### src/rtl/button_event_arbiter.sv
// Latches one-cycle button presses and hands them one at a time to the game FSM:
// round-robin selection, valid/ready delivery, then a programmable cooldown.
module button_event_arbiter #(
  parameter int N_BTN    = 5,
  parameter int IDX_W    = 3,
  parameter int COOLDOWN = 1000,
  parameter int CNT_W    = 20
) (
  input  logic             clk,
  input  logic             rst,
  input  logic [N_BTN-1:0] btn_edge,
  input  logic             evt_ready,
  input  logic             clr_overflow,
  output logic             evt_valid,
  output logic [IDX_W-1:0] evt_id,
  output logic [N_BTN-1:0] pending,
  output logic             overflow,
  output logic             busy
);

  typedef enum logic [1:0] {
    IDLE  = 2'd0,
    OFFER = 2'd1,
    COOL  = 2'd2
  } state_e;

  state_e           state_q;
  logic [N_BTN-1:0] pending_q;
  logic [N_BTN-1:0] pending_d;
  logic [N_BTN-1:0] grant_mask_s;
  logic             evt_valid_q;
  logic             overflow_q;
  logic             overflow_d;
  logic             busy_q;
  logic             grant_s;
  logic [IDX_W-1:0] evt_id_q;
  logic [IDX_W-1:0] last_q;
  logic [IDX_W-1:0] gnt_idx_s;
  logic [CNT_W-1:0] cnt_q;

  // First requesting index after 'last', wrapping from N_BTN-1 back to 0.
  function automatic logic [IDX_W-1:0] rr_pick(input logic [N_BTN-1:0] req,
                                               input logic [IDX_W-1:0] last);
    logic [IDX_W-1:0] pick;
    logic             found;
    int               idx;
    pick  = '0;
    found = 1'b0;
    for (int k = 1; k <= N_BTN; k++) begin
      idx = (int'(last) + k) % N_BTN;
      if (!found && req[idx[IDX_W-1:0]]) begin
        pick  = idx[IDX_W-1:0];
        found = 1'b1;
      end else begin
        found = found;
      end
    end
    return pick;
  endfunction

  // Grant selection and next pending/overflow; a press on the bit being granted is kept.
  always_comb begin
    grant_s      = (state_q == IDLE) && (|pending_q);
    gnt_idx_s    = rr_pick(pending_q, last_q);
    grant_mask_s = '0;
    if (grant_s) begin
      grant_mask_s[gnt_idx_s] = 1'b1;
    end else begin
      grant_mask_s = '0;
    end
    pending_d  = (pending_q & ~grant_mask_s) | btn_edge;
    overflow_d = (|(btn_edge & pending_q & ~grant_mask_s)) | (overflow_q & ~clr_overflow);
  end

  // Arbiter FSM with its registered outputs, pending latch and cooldown counter.
  always_ff @(posedge clk) begin
    if (rst) begin
      state_q     <= IDLE;
      pending_q   <= '0;
      evt_valid_q <= 1'b0;
      evt_id_q    <= '0;
      overflow_q  <= 1'b0;
      busy_q      <= 1'b0;
      cnt_q       <= '0;
      last_q      <= IDX_W'(N_BTN - 1);
    end else begin
      pending_q  <= pending_d;
      overflow_q <= overflow_d;
      case (state_q)
        IDLE: begin
          if (grant_s) begin
            evt_id_q    <= gnt_idx_s;
            evt_valid_q <= 1'b1;
            last_q      <= gnt_idx_s;
            state_q     <= OFFER;
            busy_q      <= 1'b1;
          end else begin
            state_q <= IDLE;
          end
        end
        OFFER: begin
          if (evt_ready) begin
            evt_valid_q <= 1'b0;
            if (COOLDOWN > 0) begin
              cnt_q   <= CNT_W'(COOLDOWN);
              state_q <= COOL;
            end else begin
              state_q <= IDLE;
              busy_q  <= 1'b0;
            end
          end else begin
            state_q <= OFFER;
          end
        end
        COOL: begin
          cnt_q <= cnt_q - CNT_W'(1);
          // Exit on the edge where the count reaches 1 so COOL spans exactly COOLDOWN cycles.
          if (cnt_q <= CNT_W'(1)) begin
            state_q <= IDLE;
            busy_q  <= 1'b0;
          end else begin
            state_q <= COOL;
          end
        end
        default: begin
          state_q     <= IDLE;
          busy_q      <= 1'b0;
          evt_valid_q <= 1'b0;
        end
      endcase
    end
  end

  assign evt_valid = evt_valid_q;
  assign evt_id    = evt_id_q;
  assign pending   = pending_q;
  assign overflow  = overflow_q;
  assign busy      = busy_q;

endmodule
### config.mk
export PLATFORM = sky130hd
export DESIGN_NAME = button_event_arbiter
export DESIGN_NICKNAME = d
export VERILOG_FILES = /design/src/rtl/button_event_arbiter.sv
export SDC_FILE = /design/constraint.sdc
export NUM_CORES = 1
export LEC_CHECK = 0
export CORE_MARGIN = 1
export CORE_UTILIZATION = 60
export DETAILED_ROUTE_END_ITERATION = 10
export PLACE_DENSITY_LB_ADDON = 0.3
export SETUP_SLACK_MARGIN = 0.2
export SLEW_MARGIN = 10
export SYNTH_ARGS = -nofsm -noshare
export SYNTH_HDL_FRONTEND = slang
export SYNTH_SLANG_ARGS = --single-unit
### constraint.sdc
create_clock -name clk -period 6.57 [get_ports clk]
set_input_delay 0.9855 -clock clk [delete_from_list [all_inputs] [get_ports clk]]
set_output_delay 0.9855 -clock clk [all_outputs]
set_load 0.01 [all_outputs]
==> results.md, run 1 <==
* Run status: completed
* Synth top cells by count: a21oi_1, nand2_1, dfxtp_1, nor2_1, ha_1
* Post-layout utilization of the core at around 66%
* Filler cells at 513
* Max Clock Skew at 6.70 ps
* Final cycle utilization of the critical path at a little over four fifths
* GRT overflow at 0
* Final std cells w/o fill at around 550
* Die outline area at ~0.0064 mm²
* Cell area after synthesis at between 0.003 and 0.004 mm²
* Final period demand of the worst path at ~5600 ps
* Maximum capacitance violations at 0
* Inserted Diodes at 0
* #FFs+latches synth at 34
* Site Rows at 28
* Floorplan die width at roughly 80 µm
* Data arrival time of the critical path at 5720 ps
* Vias in the first global route at 3,351
* Initial Utilization at between 60% and 70%
* Gate count after technology mapping at ~480
* Total of cells resized after clock tree synthesis at 0
* Mean instance size in the synthesized netlist at about 7.7 µm²
* Met3 wire length at between 400 and 500 µm
* Peak ir drop on the vdd network at 320 µV
* Last weighted congestion value of the routability-driven placer at around 0.91
* Final nets at a little over 500
* Worst-case clock buffer depth at 2
* Worst min path class: reg2reg
* RSZ-0062 raised after global routing: false
* Clk Latency, worst-skew pair at 280 ps
* Share of the synthesized area in the top cell type at a little under a fifth
* Number of warnings issued by yosys at 0
* Maximum level of the CTS H-tree at 2
* Total half-perimeter wirelength after legalization and detailed placement at approximately 6.6 mm
* Final Hold Vio Count at 0
* TritonCTS clock tree: done
* Static leakage at between 1 and 1.5 nW
* Worst-case hold slack at about 460 ps
* Register area share after synthesis at between 10% and 20%
* Cts bufs inserted at 5
* Met2 Routed Length at around 4.3 mm
* Sum of routed wire segments on met1 at 4.01 mm
* Share of post-route cells with drive strength above 1 at under 10%
* Buffer type at the clock tree root: clkbuf_8
* Average vias per placed instance at 6.70
* First DRT Iteration DRCs at 258
* Hold-fix buffers at CTS at 0
* Kind of critical path: reg2reg
* Peak fanout along the critical path at 18
* Sink Count at 34
* Wirelength per Cell at approximately 16 µm
* CP required at ~6700 ps
* I/O pin count at 20
* Number of antenna-violating nets in the routed design at 0
* Final setup violation count at 0
* Library cell occupying the most area in the post-synthesis netlist: dfxtp_1
* Number of flops mapped to enable cells by yosys at 0
* Top area cells in the synthesized netlist: dfxtp_1, ha_1, a21oi_1, nand2_1, nor2_1
* Post-Route Setup TNS at 0 ps
* Proportion of register bits with asynchronous set or reset after synthesis at 0%
* Synth-to-Final Area Change at 6.51%
* Total placed cells including tap cells at 543
* Antenna violations before repair at 0
* Total global routing track utilization at between 20% and 30%
* Largest net degree at the start of global routing at 32
* Die Height at ~80 µm
* Total via count in the routed design at 3,680
* Buffers inserted by post-CTS timing repair at 0
* FF-to-FF setup slack at around 1000 ps
* Max transition margin at a little over two fifths
* DRT Pass-1 Iters at 5
* Number of nets in the synthesized netlist at roughly 500
* Sum of routed wire length over all layers at 9.01 mm
* Highest Clock Rate at ~0.18 GHz
* # port buffers at 19
* Wire length of the first global-routing pass at 14.9 mm
* Count of cell types in the netlist at 84
* Highest metal layer used by the detailed router: met4
* Kind of start point of the critical path: flop
* Total power per unit cell area at approximately 440 mW/mm²
* Most used flip-flop cell after synthesis: dfxtp_1
* Worst slew pin tran at roughly 860 ps
* Post-CTS clock slew at the launch and capture registers of the worst setup and hold paths at around 70 ps
* Max Slew Vio Count at 0
* DRC violation count after routing at 0
* Setup crit end kind: flop
* Core footprint at 0.00589 mm²
==> power breakdown <==
| part | internal, mW | switching, mW |
|---|---|---|
| registers | 0.239 | 0.0701 |
| logic | 0.519 | 0.716 |
| clock network | 0.0808 | 0.0717 |
==> through the flow <==
step	total power, mW	area, µm²	worst slack [ps]
6_report	1.70	3890	1020
2_1_floorplan	1.29	3650	1600
4_1_cts	1.68	3890	1100
5_1_grt	1.83	3890	675
3_3_place_gp	1.48	3810	1290
3_5_place_dp	1.52	3810	1120
==> flip-flops by register name (all words and copies together), names as in the netlist <==
register	cells
last_q	1
busy	1
overflow	1
evt_valid	1
pending	5
evt_id	3
state_q	2
cnt_q	20
==> worst max-delay path, stage by stage (launching register included) <==
cell and delay [ps]:
dfxtp_1 880, inv_1 310, ha_1 480, o21ai_0 250, nand2_1 90, xnor2_1 230
ha_1 290, inv_1 60, o221ai_1 250, a21oi_1 110, o221ai_1 440, a21boi_0 480
nand2_4 130, nor4_2 480, nor3_1 130, o21bai_2 270, nand2b_1 200, a32oi_1 250
o22ai_2 100
==> worst paths after layout <==
path / startpoint / to / cells past startpoint
hold reg to reg: evt_valid / evt_valid / 2
setup reg to reg: last_q[2] / overflow / 18
setup / recovery: last_q[2] / overflow / 18
hold / removal: evt_valid / evt_valid / 2
==> cell type report <==
cell class                      count  area (µm²)  share of cell area [%]
Timing Repair Buffer               22         213                    5.47
Clock buffer                        6        82.6                    2.12
Tap cell                           75        93.8                    2.41
Inverter                           26        97.6                    2.51
Multi-Input combinational cell    386        2720                    70.0
Sequential cell                    34         681                    17.5
==> cell families (layout without fill, tap and decap cells) <==
| group | count (synthesis) | count (layout) | share of synthesized area, % |
|---|---|---|---|
| AO/OA/AOI/OAI | 158 | 158 | 30.8 |
| XOR/XNOR | 13 | 13 | 3.63 |
| adder cells (fa/ha/maj) | 26 | 26 | 8.91 |
| buffers and inverters | 57 | 54 | 6.82 |
| flip-flops | 34 | 34 | 18.6 |
| multiplexers | 19 | 19 | 7.13 |
| AND/OR/NAND/NOR | 170 | 170 | 24.1 |
==> cell usage in the layout, fill, tap and decap left out, types with 3 or more instances in the layout <==
cell type,count
nand2b_1,10
or4_1,5
a21oi_1,46
or3_1,6
o21a_1,9
nand3_1,16
buf_4,3
o211a_1,4
nor4_1,7
nand4_1,6
mux2_2,6
o22ai_1,6
xor2_1,4
nand2_1,46
dfxtp_1,34
mux4_2,5
clkdlybuf4s50_1,19
nor2_1,34
or2_2,4
o21ai_0,21
a21o_1,3
nor3_1,12
nor2b_1,8
a31oi_1,3
clkbuf_8,6
mux2i_1,8
a311oi_1,7
o211ai_1,6
a211oi_1,3
ha_1,26
inv_2,3
xnor2_1,8
a2bb2oi_1,3
inv_1,23
==> per-layer routing <==
metal | track usage [%] | up-vias
met5 | 0 | -
met4 | 11.3 | 0
met3 | 3.43 | 20
met2 | 49.9 | 122
met1 | 35.5 | 1754
li1 | - | 1784
Note: power is estimated with default switching activity, not from simulation.
==> run 2, diff against run 1 <==
--- a/config.mk
+++ b/config.mk
@@ -6,7 +6,7 @@
 export NUM_CORES = 1
 export LEC_CHECK = 0
 export CORE_MARGIN = 1
-export CORE_UTILIZATION = 60
+export CORE_UTILIZATION = 56
 export DETAILED_ROUTE_END_ITERATION = 10
 export PLACE_DENSITY_LB_ADDON = 0.3
 export SETUP_SLACK_MARGIN = 0.2
==> constraint.sdc (replaced) <==
create_clock -name clk -period 4.55 [get_ports clk]
set_input_delay 0.6825 -clock clk [delete_from_list [all_inputs] [get_ports clk]]
set_output_delay 0.6825 -clock clk [all_outputs]
set_load 0.01 [all_outputs]
==> run 2 against run 1 <==
Net effect: first-iteration DRC count grew 26%; sequential power up 34%; sequential cell count is the same; non-clock buffer count is 35 higher; clock power rose by 87%; wire length up 12%; die area up 7.0%; sequential share of layout area is 1.9 points lower; via count increased by 3.8%; clock skew increased by 0.85 ps; clock-buffer cell count unchanged.
==> results.md, run 2 (synthesized netlist as in run 1, its figures left out) <==
* Final nets at 545
* Antenna violations before repair at 0
* Floorplan die width at ~83 µm
* Largest net degree at the start of global routing at 36
* Total placed cells including tap cells at around 570
* Post-CTS clock slew at the launch and capture registers of the worst setup and hold paths at approximately 70 ps
* Clk Latency, worst-skew pair at 280 ps
* Max Slew Vio Count at 0
* Share of post-route cells with drive strength above 1 at a little over a fifth
* Total half-perimeter wirelength after legalization and detailed placement at ~7.2 mm
* I/O pin count at 20
* Final std cells w/o fill at 587
* Number of antenna-violating nets in the routed design at 0
* Buffer type at the clock tree root: clkbuf_8
* # port buffers at 19
* Setup crit end kind: flop
* DRC violation count after routing at 0
* Startpoint of the worst setup timing path: evt_id[1]
* DRT Pass-1 Iters at 5
* Post-layout instance area at approximately 0.0044 mm²
* Total power per unit cell area at a little under 700 mW/mm²
* Vias in the first global route at about 3,200
* Site Rows at 29
* Share of power burned in combinational logic at 76.7%
* Sink Count at 34
* CP required at ~4700 ps
* Total global routing track utilization at 29.4%
* Commonest cells after routing, fill and taps aside: nand2_1, a21oi_1, buf_4
* Max transition margin at slightly below 50%
* Average vias per placed instance at about 6.5
* Peak ir drop on the vdd network at 650 µV
* Area after DPL at 0.00405 mm²
* Maximum level of the CTS H-tree at 2
* Kind of start point of the critical path: flop
* Worst slew pin tran at approximately 760 ps
* Peak fanout along the critical path at 7
* Internal power summed over all cells at 1.57 mW
* Core footprint at roughly 0.0063 mm²
* Sum of routed wire length over all layers at a little over 10 mm
* Power spent charging and discharging nets at about 1.4 mW
* Highest Clock Rate at ~0.23 GHz
* Max Clock Skew at between 7 and 8 ps
* Largest register by flop count: cnt_q
* First DRT Iteration DRCs at 325
* Peak per-stage delay on the critical path at about 390 ps
* RSZ-0062 raised after global routing: true
* Die outline area at slightly below 0.007 mm²
* Wire length of the first global-routing pass at around 15 mm
* Worst-path cell with the longest stage delay: dfxtp_4
* Post-Route Setup TNS at 0 ps
* Commonest non-fill, non-tap cell in the layout: nand2_1
* Crit Reg-Reg Startpoint: evt_id[1]
* Kind of critical path: reg2reg
* Initial Utilization at 57.8%
* Switch share at a little under half
* Chain of cells forming the critical path: ha_4 > xnor2_4 > inv_2 > ha_4 > nor3b_4 > o22ai_2 > xnor2_2 > ha_2 > nor2b_1 > o31a_1 > or3_1 > a211o_1 > and2_4 > mux2_2 > o32a_1 > nor4b_4 > nand2b_1 > a32oi_1 > o22ai_2
* Inserted Diodes at 0
* Final cycle utilization of the critical path at 93.9%
* Sequential fraction of design power at roughly 14%
* Final period demand of the worst path at between 4000 and 5000 ps
* Cts bufs inserted at 5
* Source of the worst hold timing path: evt_valid
* Die Height at between 80 and 90 µm
* Worst-case clock buffer depth at 2
* Filler cells at between 400 and 500
* GRT overflow at 0
* Static leakage at 1.70 nW
* Data arrival time of the critical path at 4440 ps
* Wirelength per Cell at between 15 and 20 µm
* Total via count in the routed design at between 3,000 and 4,000
* TritonCTS clock tree: done
* Clock share of power at a little under a tenth
* Pwr Total at between 3 and 4 mW
* Last weighted congestion value of the routability-driven placer at 0.933
* Run status: completed
* Synth-to-Final Area Change at 21.2%
* Maximum capacitance violations at 0
* Worst min path class: reg2reg
* Final setup violation count at 0
* Final Hold Vio Count at 0
* Number of flip-flops under the largest register name at 20
* Post-layout utilization of the core at 70.1%
[run 2: stage by stage]
step | setup WS (ps) | hold WS [ps]
floorplan | 141 | 447
global placement | 57.7 | 443
detailed placement | -15.2 | 451
CTS | 209 | 461
global route | 150 | 481
finish | 276 | 457
[run 2: power groups by stage]
| stage | clock (mW) | combinational, mW | sequential [mW] |
|---|---|---|---|
| final | 0.285 | 2.31 | 0.416 |
| after global routing | 0.298 | 2.47 | 0.424 |
| after CTS | 0.286 | 2.10 | 0.410 |
| after detailed placement | 0 | 1.96 | 0.414 |
| after global placement | 0 | 1.92 | 0.412 |
| after floorplan | 0 | 1.49 | 0.396 |
[run 2: final cells by class]
class,count,area [µm²],area share [%]
Clock inverter,1,30.0,0.678
Sequential cell,34,689,15.6
Clock buffer,6,82.6,1.87
Tap cell,77,96.3,2.18
Multi-Input combinational cell,386,2940,66.4
Timing Repair Buffer,57,479,10.8
Inverter,26,108,2.43
[run 2: what timing repair did]
action,CTS,global route
pin swaps,8,10
buffers inserted,4,5
gates resized for setup,17,20
setup endpoints to repair,5,6
hold buffers,0,0
[run 2: worst paths after layout]
path	end	slack, ps	cells past startpoint
setup reg to reg	overflow	280	19
hold / removal	evt_valid	460	2
hold reg to reg	evt_valid	460	2
setup / recovery	overflow	280	19
[run 2: layer usage]
metal	global-route usage (%)	wire length, µm
met5	0	0
met4	10.0	268
met3	5.71	624
met2	48.8	4930
met1	37.8	4280
[run 2: worst max-delay path: cells and delay by family (launching register included)]
family	cells	cell delay, ps
muxes	1	250
DFF	1	390
AOI/OAI and AO/OA	6	1330
xor gates and xnor gates	2	350
adders and majority gates	3	570
and+or+nand+nor	6	1170
buffers and inverters	1	70
==> run 3, diff against run 2 <==
--- a/config.mk
+++ b/config.mk
@@ -5,6 +5,7 @@
 export SDC_FILE = /design/constraint.sdc
 export NUM_CORES = 1
 export LEC_CHECK = 0
+export CORE_ASPECT_RATIO = 1.25
 export CORE_MARGIN = 1
 export CORE_UTILIZATION = 56
 export DETAILED_ROUTE_END_ITERATION = 10
==> run 3 against run 2 <==
Net effect: critical path depth unchanged; core utilization is 4.8 points higher; register-to-register slack hardly changed; worst setup slack better by 7.1 ps; sequential cell count is the same; non-clock buffer count rose by 16; combinational power up 8%; via count grew 7.5%; final cell count rose by 4.3%; design area increased by 5.7%; critical path type unchanged.
==> results.md, run 3 (synthesized netlist as in run 1, its figures left out) <==
* Sum of routed wire length over all layers at roughly 11 mm
* Static leakage at around 1.8 nW
* Inserted Diodes at 0
* Peak fanout along the critical path at 9
* Max Slew Vio Count at 0
* Largest net degree at the start of global routing at 27
* # port buffers at 19
* Initial Utilization at 58.5%
* Final Hold Vio Count at 0
* Hold-fix buffers at CTS at 0
* Final nets at 561
* Buffer type at the clock tree root: clkbuf_8
* Wirelength per Cell at 18.5 µm
* I/O pin count at 20
* RSZ-0062 raised after global routing: true
* Total half-perimeter wirelength after legalization and detailed placement at around 7.4 mm
* Register area at 692 µm²
* Largest register by flop count: cnt_q
* Data arrival time of the critical path at about 4400 ps
* Max Clock Skew at roughly 7.5 ps
* Total via count in the routed design at slightly above 4,000
* Share of post-route cells with drive strength above 1 at 26.4%
* Crit Reg-Reg Startpoint: evt_id[1]
* CP required at between 4000 and 5000 ps
* Placement Setup Slack at between 8 and 9 ps
* Total global routing track utilization at 32.2%
* Wire length of the first global-routing pass at approximately 17 mm
* Average vias per placed instance at ~6.7
* Maximum level of the CTS H-tree at 2
* Final period demand of the worst path at 4270 ps
* DRT Pass-1 Iters at 7
* Commonest non-fill, non-tap cell in the layout: buf_4
* GRT overflow at 0
* Post-CTS clock slew at the launch and capture registers of the worst setup and hold paths at ~70 ps
* Core footprint at 0.00625 mm²
* Maximum capacitance violations at 0
* Die Height at 92.3 µm
* Highest Clock Rate at between 0.2 and 0.25 GHz
* Run status: completed
* Worst-case clock buffer depth at 2
* Vias in the first global route at between 3,000 and 4,000
* Filler cells at ~470
* Kind of critical path: reg2reg
* Antenna violations before repair at 0
* Floorplan die width at between 70 and 80 µm
* Worst setup slack after layout at approximately 280 ps
* DRC violation count after routing at 0
* Number of flip-flops under the largest register name at 20
* Max transition margin at 43.5%
* Startpoint of the worst setup timing path: evt_id[1]
* Worst min path class: reg2reg
* Last weighted congestion value of the routability-driven placer at 0.961
* Kind of start point of the critical path: flop
* Sink Count at 34
* Area taken by multi-input logic gates at ~0.0030 mm²
* Final cycle utilization of the critical path at between 90 and 100%
* Clk Latency, worst-skew pair at roughly 290 ps
* Number of antenna-violating nets in the routed design at 0
* Commonest cells after routing, fill and taps aside: buf_4, nand2_1, a21oi_1
* Final setup violation count at 0
* Total power per unit cell area at 678 mW/mm²
* Source of the worst hold timing path: evt_valid
* Worst slew pin tran at around 840 ps
* TritonCTS clock tree: done
* Site Rows at 32
* Synth-to-Final Area Change at 28.1%
* Post-Route Setup TNS at 0 ps
* First DRT Iteration DRCs at between 200 and 300
* Setup crit end kind: flop
* Die outline area at about 0.0069 mm²
* Cts bufs inserted at 5
* Peak ir drop on the vdd network at 549 µV
[run 3: metrics by stage]
step / total power [mW] / std cells / hold slack (ps) / utilization [%] / instance area [µm²]
4_1_cts: 2.80 / 597 / 457 / 70.1 / 4380
5_1_grt: 3.37 / 612 / 484 / 74.9 / 4680
3_5_place_dp: 2.40 / 581 / 447 / 65.4 / 4090
6_report: 3.17 / 612 / 455 / 74.9 / 4680
3_3_place_gp: 2.34 / 581 / 442 / 65.4 / 4090
2_1_floorplan: 1.88 / 477 / 447 / - / 3710
[run 3: cell type report]
type / instances / area share, %
multi-input cells: 386 / 64.6
repair buffers: 73 / 14.1
well taps: 85 / 2.27
inverters: 26 / 2.14
clock inverters: 2 / 0.267
clock buffers: 6 / 1.77
flip-flops and latches: 34 / 14.8
[run 3: power breakdown]
part	internal, mW	total (mW)	switching (mW)	leakage [nW]
Combinational	1.15	2.50	1.35	1.48
Sequential	0.350	0.431	0.0809	0.281
Clock	0.122	0.239	0.117	0.0472
[run 3: path summary, 6_finish.rpt]
check / to / slack (ps) / depth (start not counted)
setup reg to reg: overflow / 280 / 19
hold / removal: evt_valid / 450 / 2
hold reg to reg: evt_valid / 450 / 2
setup / recovery: overflow / 280 / 19
[run 3: routing by layer]
layer	routed length, µm	vias to the layer above	track usage, %
met5	0	-	0
met1	4480	1956	38.0
met3	668	52	3.92
met4	579	0	16.8
met2	5610	211	55.7
li1	-	1887	-
[run 3: timing repair]
action	CTS	global route
gates resized for setup	17	35
setup buffers	6	15
gates cloned	2	0
endpoints found under the hold margin	0	0
setup endpoints to repair	6	7
pin swaps	9	24
[run 3: worst max-delay path, stage by stage (launching register included)]
cell and delay, ps:
dfxtp_4 380, buf_4 180, ha_2 220, a21oi_2 150, inv_2 90, o32ai_4 290
inv_1 100, ha_1 190, or4_1 520, nand2_1 80, o32a_1 230, a221o_1 290
buf_4 160, nand2b_1 70, a31o_1 230, a31o_1 240, or2_4 260, a32oi_1 210
o211a_1 180, o22ai_2 60
